$ cat src/rtl/int_ctrl_pkg.sv
// Shared definitions for the interrupt controller, CSR file and writeback:
// ESTAT.IS bit positions, TCFG field positions and the injection FSM encoding.
package int_ctrl_pkg;

  localparam int unsigned IS_W      = 13;
  localparam int unsigned IS_SWI0   = 0;
  localparam int unsigned IS_SWI1   = 1;
  localparam int unsigned IS_HWI0   = 2;
  localparam int unsigned IS_HWI7   = 9;
  localparam int unsigned IS_RSVD   = 10;
  localparam int unsigned IS_TI     = 11;
  localparam int unsigned IS_IPI    = 12;

  localparam int unsigned TCFG_EN          = 0;
  localparam int unsigned TCFG_PERIODIC    = 1;
  localparam int unsigned TCFG_INITVAL_LSB = 2;

  typedef enum logic [1:0] {
    StIdle = 2'd0,
    StPend = 2'd1,
    StWait = 2'd2
  } int_state_e;

endpackage

$ cat src/rtl/int_timer.sv
// Constant timer: TCFG/TVAL registers and the armed flag; pulses ti_set_o on expiry.
module int_timer
  import int_ctrl_pkg::*;
#(
  parameter int unsigned TimerW = 32
) (
  input  logic              clk,
  input  logic              reset,
  input  logic              tcfg_we_i,
  input  logic [TimerW-1:0] tcfg_wdata_i,
  output logic [TimerW-1:0] tcfg_o,
  output logic [TimerW-1:0] tval_o,
  output logic              ti_set_o
);

  localparam logic [TimerW-1:0] One = TimerW'(1);

  logic [TimerW-1:0] tcfg_q, tcfg_d;
  logic [TimerW-1:0] tval_q, tval_d;
  logic              armed_q, armed_d;

  always_comb begin
    tcfg_d   = tcfg_q;
    tval_d   = tval_q;
    armed_d  = armed_q;
    ti_set_o = 1'b0;
    if (tcfg_we_i) begin
      tcfg_d  = tcfg_wdata_i;
      tval_d  = {tcfg_wdata_i[TimerW-1:TCFG_INITVAL_LSB], 2'b00};
      armed_d = tcfg_wdata_i[TCFG_EN];
    end else if (armed_q) begin
      if (tval_q != '0) begin
        tval_d = tval_q - One;
      end else begin
        ti_set_o = 1'b1;
        if (tcfg_q[TCFG_PERIODIC]) begin
          tval_d = {tcfg_q[TimerW-1:TCFG_INITVAL_LSB], 2'b00};
        end else begin
          // One-shot: park at all ones so software sees a frozen counter.
          armed_d = 1'b0;
          tval_d  = '1;
        end
      end
    end
  end

  always_ff @(posedge clk) begin
    if (reset) begin
      tcfg_q  <= '0;
      tval_q  <= '1;
      armed_q <= 1'b0;
    end else begin
      tcfg_q  <= tcfg_d;
      tval_q  <= tval_d;
      armed_q <= armed_d;
    end
  end

  assign tcfg_o = tcfg_q;
  assign tval_o = tval_q;

  // The enable bit is only consumed at write time via armed.
  logic unused_tcfg_en;
  assign unused_tcfg_en = tcfg_q[TCFG_EN];

endmodule

$ cat src/rtl/int_ctrl.sv
// Interrupt controller: ESTAT.IS, masking and one-shot injection toward decode.
// Timer and TI are included only when INT_CTRL_TIMER_EN is defined.
module int_ctrl
  import int_ctrl_pkg::*;
#(
  parameter int unsigned TIMER_W = 32
) (
  input  logic               clk,
  input  logic               reset,
  input  logic [7:0]         hard_int_in,
  input  logic               ipi_int_in,
  input  logic               crmd_ie,
  input  logic [IS_W-1:0]    ecfg_lie,
  input  logic               swi_we,
  input  logic [1:0]         swi_wdata,
  input  logic               tcfg_we,
  input  logic [TIMER_W-1:0] tcfg_wdata,
  input  logic               ticlr_we,
  input  logic               int_ack,
  input  logic               excp_flush,
  input  logic               ertn_flush,
  output logic               has_int,
  output logic [IS_W-1:0]    estat_is,
  output logic [TIMER_W-1:0] tcfg,
  output logic [TIMER_W-1:0] tval
);

  logic [IS_W-1:0] is_q, is_d;
  logic            ti_d;
  int_state_e      state_q, state_d;
  logic            pending;

`ifdef INT_CTRL_TIMER_EN
  logic ti_set;

  int_timer #(
    .TimerW (TIMER_W)
  ) u_int_timer (
    .clk          (clk),
    .reset        (reset),
    .tcfg_we_i    (tcfg_we),
    .tcfg_wdata_i (tcfg_wdata),
    .tcfg_o       (tcfg),
    .tval_o       (tval),
    .ti_set_o     (ti_set)
  );

  // Expiry beats a simultaneous clear so no tick is lost.
  assign ti_d = ti_set | (is_q[IS_TI] & ~ticlr_we);
`else
  assign tcfg = '0;
  assign tval = '0;
  assign ti_d = 1'b0;

  logic unused_timer;
  assign unused_timer = ^{tcfg_we, tcfg_wdata, ticlr_we};
`endif

  always_comb begin
    is_d                   = is_q;
    is_d[IS_SWI1:IS_SWI0]  = swi_we ? swi_wdata : is_q[IS_SWI1:IS_SWI0];
    is_d[IS_HWI7:IS_HWI0]  = hard_int_in;
    is_d[IS_RSVD]          = 1'b0;
    is_d[IS_TI]            = ti_d;
    is_d[IS_IPI]           = ipi_int_in;
  end

  assign pending = crmd_ie & (|(is_q & ecfg_lie));

  always_comb begin
    state_d = state_q;
    case (state_q)
      StIdle: if (pending) state_d = StPend;
      StPend: begin
        if (int_ack)       state_d = StWait;
        else if (!pending) state_d = StIdle;
      end
      // Hold off re-injection until the tagged instruction retires through a flush.
      StWait: if (excp_flush | ertn_flush) state_d = StIdle;
      default: state_d = StIdle;
    endcase
  end

  always_ff @(posedge clk) begin
    if (reset) begin
      is_q    <= '0;
      state_q <= StIdle;
    end else begin
      is_q    <= is_d;
      state_q <= state_d;
    end
  end

  assign has_int  = (state_q == StPend);
  assign estat_is = is_q;

endmodule

$ cat config.mk
export PLATFORM = sky130hd
export DESIGN_NAME = int_ctrl
export DESIGN_NICKNAME = d
export VERILOG_FILES = /design/src/rtl/int_ctrl_pkg.sv /design/src/rtl/int_timer.sv /design/src/rtl/int_ctrl.sv
export SDC_FILE = /design/constraint.sdc
export NUM_CORES = 1
export LEC_CHECK = 0
export CAP_MARGIN = 40
export CORE_ASPECT_RATIO = 0.7
export CORE_MARGIN = 5
export CORE_UTILIZATION = 21
export DETAILED_ROUTE_END_ITERATION = 10
export HOLD_SLACK_MARGIN = 0.06
export PLACE_DENSITY = 0.74
export SLEW_MARGIN = 20
export SYNTH_ARGS = -nofsm -noshare
export SYNTH_HDL_FRONTEND = slang
export SYNTH_HIERARCHICAL = 1
export SYNTH_SLANG_ARGS = --single-unit
$ cat constraint.sdc
create_clock -name clk -period 1.1 [get_ports clk]
set_clock_uncertainty 0.2 [all_clocks]
set_input_delay 0.22 -clock clk [delete_from_list [all_inputs] [get_ports clk]]
set_output_delay 0.22 -clock clk [all_outputs]
set_load 0.1 [all_outputs]
**Yosys cells after proc, flatten, opt, wreduce, memory -nomap -nowiden**

Index checks and enable logic that the tools add are counted.

- Equal/unequal tests: 5
- Multiplexer cells: 5
- Bitwise operators: 3
- Reduce and logical (&&, ||, !) cells: 3

Operator list:

| operator | count |
|---|---|
| 13-bit AND | 1 |
| 13-bit OR reduction | 1 |
| 2-bit two-way mux | 4 |
| 2-bit one-hot mux with 3 select lines | 1 |
| 2-bit inequality test, second input constant | 2 |
| 3-bit inequality test, second input constant | 1 |
| 3-bit AND reduction | 1 |
| 2-bit by 1-bit equality test with 1-bit output, second input constant | 1 |
| 2-bit equality test, second input constant | 1 |
| 2-bit logical NOT | 1 |
| 1-bit AND | 1 |
| 1-bit bitwise OR | 1 |

- Bits in registers: 15
- Input bits: 65
- Output and inout port bits: 78
- Word-level logic and storage cells: 20

**Depth between registers and ports, before layout**

Gate-level depths: netlist (run 1).

- Word-level depth: 6
- Mapped depth: 4
- Depth with buffers taken out: 4

**Worst setup path after synthesis (run 1)**

OpenSTA, ideal clock, no wires.

- Path type: flip-flop to flip-flop
- Start: register state_q[0]
- End: register state_q[1]
- Setup time: 0.070 ns
- Arrival time: 2.003 ns
- Setup slack: -1.172 ns
- Stages on the path, launching flop included: 4
- Path through: dfxtp_1 nor2b_1 a21oi_1 nor2_1

- Word-level cells in the longest chain between the ends: 3

RTL lines:

| item | line | source |
|---|---|---|
| start: declaration | int_ctrl.sv:30 | `int_state_e state_q, state_d;` |
| start signal: assignment | int_ctrl.sv:87 | `state_q <= StIdle;` |
| start signal: assignment | int_ctrl.sv:90 | `state_q <= state_d;` |
| 2-bit by 1-bit equality test with 1-bit output * | - |  |
| via has_int | int_ctrl.sv:22 | `output logic has_int,` |
| 3-bit inequality test (no source line) | - |  |
| 3-bit AND reduction (no source line) | - |  |

Mark *: on every way through the listed nets, which the timed path passes. The rest lies on a longest branch.
A chain may end at the register's enable or synchronous reset.

**Worst setup path after layout (run 1)**

- Start: register state_q[0]
- End: output has_int

- Word-level cells in the longest chain between the ends: 1

RTL lines:

| item | line | source |
|---|---|---|
| 2-bit by 1-bit equality test with 1-bit output | int_ctrl.sv:94 | `assign has_int = (state_q == StPend);` |
| end: declaration | int_ctrl.sv:22 |  |

No other way between the ends.

==> key figures, run 1 <==
Timing
  • Clock period minus worst slack: 1330 ps
  • Max Freq: 0.750 GHz
  • Setup_tns: -2030 ps
  • Worst hold-check slack: 120 ps
  • Unrepaired setup endpoints after global routing: true
  • Endpoints failing hold: 0
  • Share of the clock period used by the worst path after layout: 121%
  • Number of slew-limit violations in the final report: 0
  • Setup WS post-layout: -232 ps
  • Final setup viols: 13

Global routing
  • Tot GR Track Use: 6.45%
  • Number of antenna violations at the first check in global routing: 0
  • Met2 usage: 11.8%
  • Aggregate global routing overflow: 0
  • First-pass GRT wire length: 2970 um
  • Vias in the first global route: 591
  • Grt met3 use: 2.84%
  • Maximum number of pins on one net before global-route repair: 12
  • Busiest grt layer: met2
  • GRT met1 Usage: 6.24%

Die
  • Std-Cell Rows: 20
  • Die W: 90.2 um
  • IO Count: 143
  • Die boundary height: 66.1 um
  • DIE AREA: 5960 um^2
  • Initial Utilization: 21.7%
  • Floorplan core area: 4350 um^2

Critical path
  • Worst setup path end: has_int
  • Category of the worst setup path capture point: output port
  • R2R depth: 4
  • Worst path required time: 680 ps
  • R2r startpoint: estat_is[4]$_SDFF_PP0_
  • CP Data Arrival Time: 910 ps
  • Largest fanout on the critical path: 2
  • Worst setup startpoint: state_q[0]$_SDFFE_PP0P_
  • Startpoint type of the worst setup path: flip-flop
  • Endpoint of the most critical register-to-register path: state_q[0]$_SDFFE_PP0P_
  • Worst Path Class, Setup: reg2out
  • Reg-to-reg slack, setup: -220 ps

Detailed routing
  • Total number of vias: 672
  • Detailed-route wire length: 2180 um
  • DR pass1 iterations: 4
  • Number of remaining DRC errors: 0
  • Count of routing violations after the opening detailed-route iteration: 5
  • Final ANT Viol Nets: 0
  • DR WL/cell: 10.1 um
  • Mean number of vias per cell: 3.11

Placed design
  • Port buffer count: 40
  • Placer congestion estimate: 0.693
  • Standard cell area after detailed placement: 1390 um^2
  • Detail Placement HPWL: 1970 um
  • Placed Instances: 210

Cells and area
  • Final design instance area without fill: 1500 um^2
  • Antenna cell count: 0
  • Fraction of layout instances using a drive strength above 1: 27.3%
  • Layout overhead on the synthesized area: 58.4%
  • Layout filler cell count: 469
  • Number of nets in the layout: 227
  • Final standard cell count with taps included and fillers excluded: 216

Synthesis
  • Yosys synthesis warning count: 6
  • Synthesized cell area: 945 um^2
  • Sequential-to-total area share from yosys stat: 27.5%
  • Mean area per synthesized cell: 8.83 um^2
  • Number of distinct library cell variants in the gate-level netlist after synthesis: 17
  • Post-synthesis sequential element count: 13
  • Cells after Synth: 107

Clocking
  • Cell at the root of the clock tree: clkbuf_8
  • H-tree depth reported by CTS: 1
  • Clock transition at the registers of the reported paths: 50 ps
  • # clock sinks: 13
  • Maximum clock insertion buffer count: 2
  • Clock latency reported for the late side of the worst-skew pair: 240 ps
  • Num CTS Buffers: 3
  • CTS tree: done

Run status
  • Violated checks: setup timing
  • Outcome: finished with violations

Min path
  • Number of cells on the worst hold path: 4
  • Hold crit path type: in2reg
  • Beginning of the worst hold path: excp_flush

Pwr
  • Power consumption: 2420 uW
  • Leak pwr: 0.000713 uW
  • Power density relative to cell area: 1610 nW/um^2
  • Max VDD drop: 0.673 mV

Job
  • Count of maximum capacitance violations: 0
[Yosys cell counts]
cell | instances | area share (%)
clkbuf_1 | 1 | 0.40
nor2b_1 | 10 | 6.6
a222oi_1 | 1 | 1.1
a22oi_1 | 2 | 1.6
a221oi_2 | 1 | 1.6
conb_1 | 1 | 0.40
a21oi_1 | 1 | 0.53
buf_4 | 66 | 52
a211oi_1 | 1 | 0.79
nor2_1 | 3 | 1.2
a22o_1 | 1 | 0.93
nand2_1 | 1 | 0.40
mux2i_1 | 2 | 2.1
nand3b_1 | 1 | 0.79
nor4b_1 | 1 | 0.93
dfxtp_1 | 13 | 28
and3_1 | 1 | 0.66
[worst max-delay path, cell delays in order, from the launching register on]
cell and delay (ps):
dfxtp_2 320, nor2b_4 170, buf_12 180
[metal layers]
metal / vias to the layer above / routed length, um
li1: 317 / -
met1: 312 / 594
met2: 41 / 1280
met3: 2 / 289
met4: 0 / 8
met5: - / 0
[state kept, by name (all words and copies together) (netlist names)]
name	cells
estat_is	11
state_q	2
[kinds of logic (layout without fill, tap and decap cells)]
kind of cell,after synthesis,after routing,synth area share (%)
buf+inv,67,56,52.8
simple gates,17,17,10.6
flops,13,13,27.5
other cells,1,66,0.397
compound gates,7,7,6.49
mux,2,2,2.12
[final cells by class]
class	count	area (um^2)	share of cell area [%]
clock buffer	4	45.0	3.01
timing repair buffer	52	641	42.8
tap	55	68.8	4.60
sequential	13	294	19.6
multi-input combinational	92	448	29.9
[repair_timing]
item                                    4_1_cts  5_1_grt
pin swaps                                     4        3
endpoints found under the setup margin       13       23
gates cloned                                  0        0
hold buffers                                  0        0
gates resized for setup                      13        2
buffers inserted                              2        0
[how the worst min path moves through the flow]
| stage | slack (ps) | end |
|---|---|---|
| after CTS | 320 | estat_is[4]$_SDFF_PP0_ |
| final | 120 | state_q[1]$_SDFFE_PP0P_ |
| after floorplan | 80 | estat_is[12]$_SDFF_PP0_ |
| after global routing | 150 | state_q[1]$_SDFFE_PP0P_ |
| after detailed placement | 300 | estat_is[0]$_SDFFE_PP0P_ |
| after global placement | 300 | estat_is[0]$_SDFFE_PP0P_ |
[report_power, final]
group | internal, uW | switching (uW)
sequential | 493 | 20.9
clock | 256 | 169
combinational | 246 | 1230
total | 994 | 1420
[cell usage in the layout, fill, tap and decap left out]
| cell type | instances |
|---|---|
| a211oi_2 | 1 |
| a21oi_1 | 1 |
| a221oi_2 | 1 |
| a222oi_1 | 1 |
| a22o_1 | 1 |
| a22oi_1 | 2 |
| and3_1 | 1 |
| buf_12 | 12 |
| buf_4 | 4 |
| buf_6 | 8 |
| clkbuf_1 | 1 |
| clkbuf_8 | 3 |
| clkdlybuf4s50_1 | 25 |
| conb_1 | 66 |
| dfxtp_2 | 6 |
| dfxtp_4 | 7 |
| dlygate4sd2_1 | 2 |
| dlymetal6s2s_1 | 1 |
| mux2i_1 | 2 |
| nand2_1 | 1 |
| nand3b_1 | 1 |
| nor2_1 | 3 |
| nor2b_1 | 9 |
| nor2b_4 | 1 |
| nor4b_2 | 1 |
[metrics by stage]
step	worst slack, ps	utilization (%)
floorplan	-275	-
global placement	-510	32.0
detailed placement	-541	32.0
CTS	-261	34.2
global route	-275	34.4
finish	-232	34.4
No activity file was read; power rests on OpenSTA's default activity.
==> run 2: changes to the inputs <==
- CAP_MARGIN: 40 -> 25
==> results of run 2 <==
The final DEF is identical to that of run 1; final timing and power are the same.
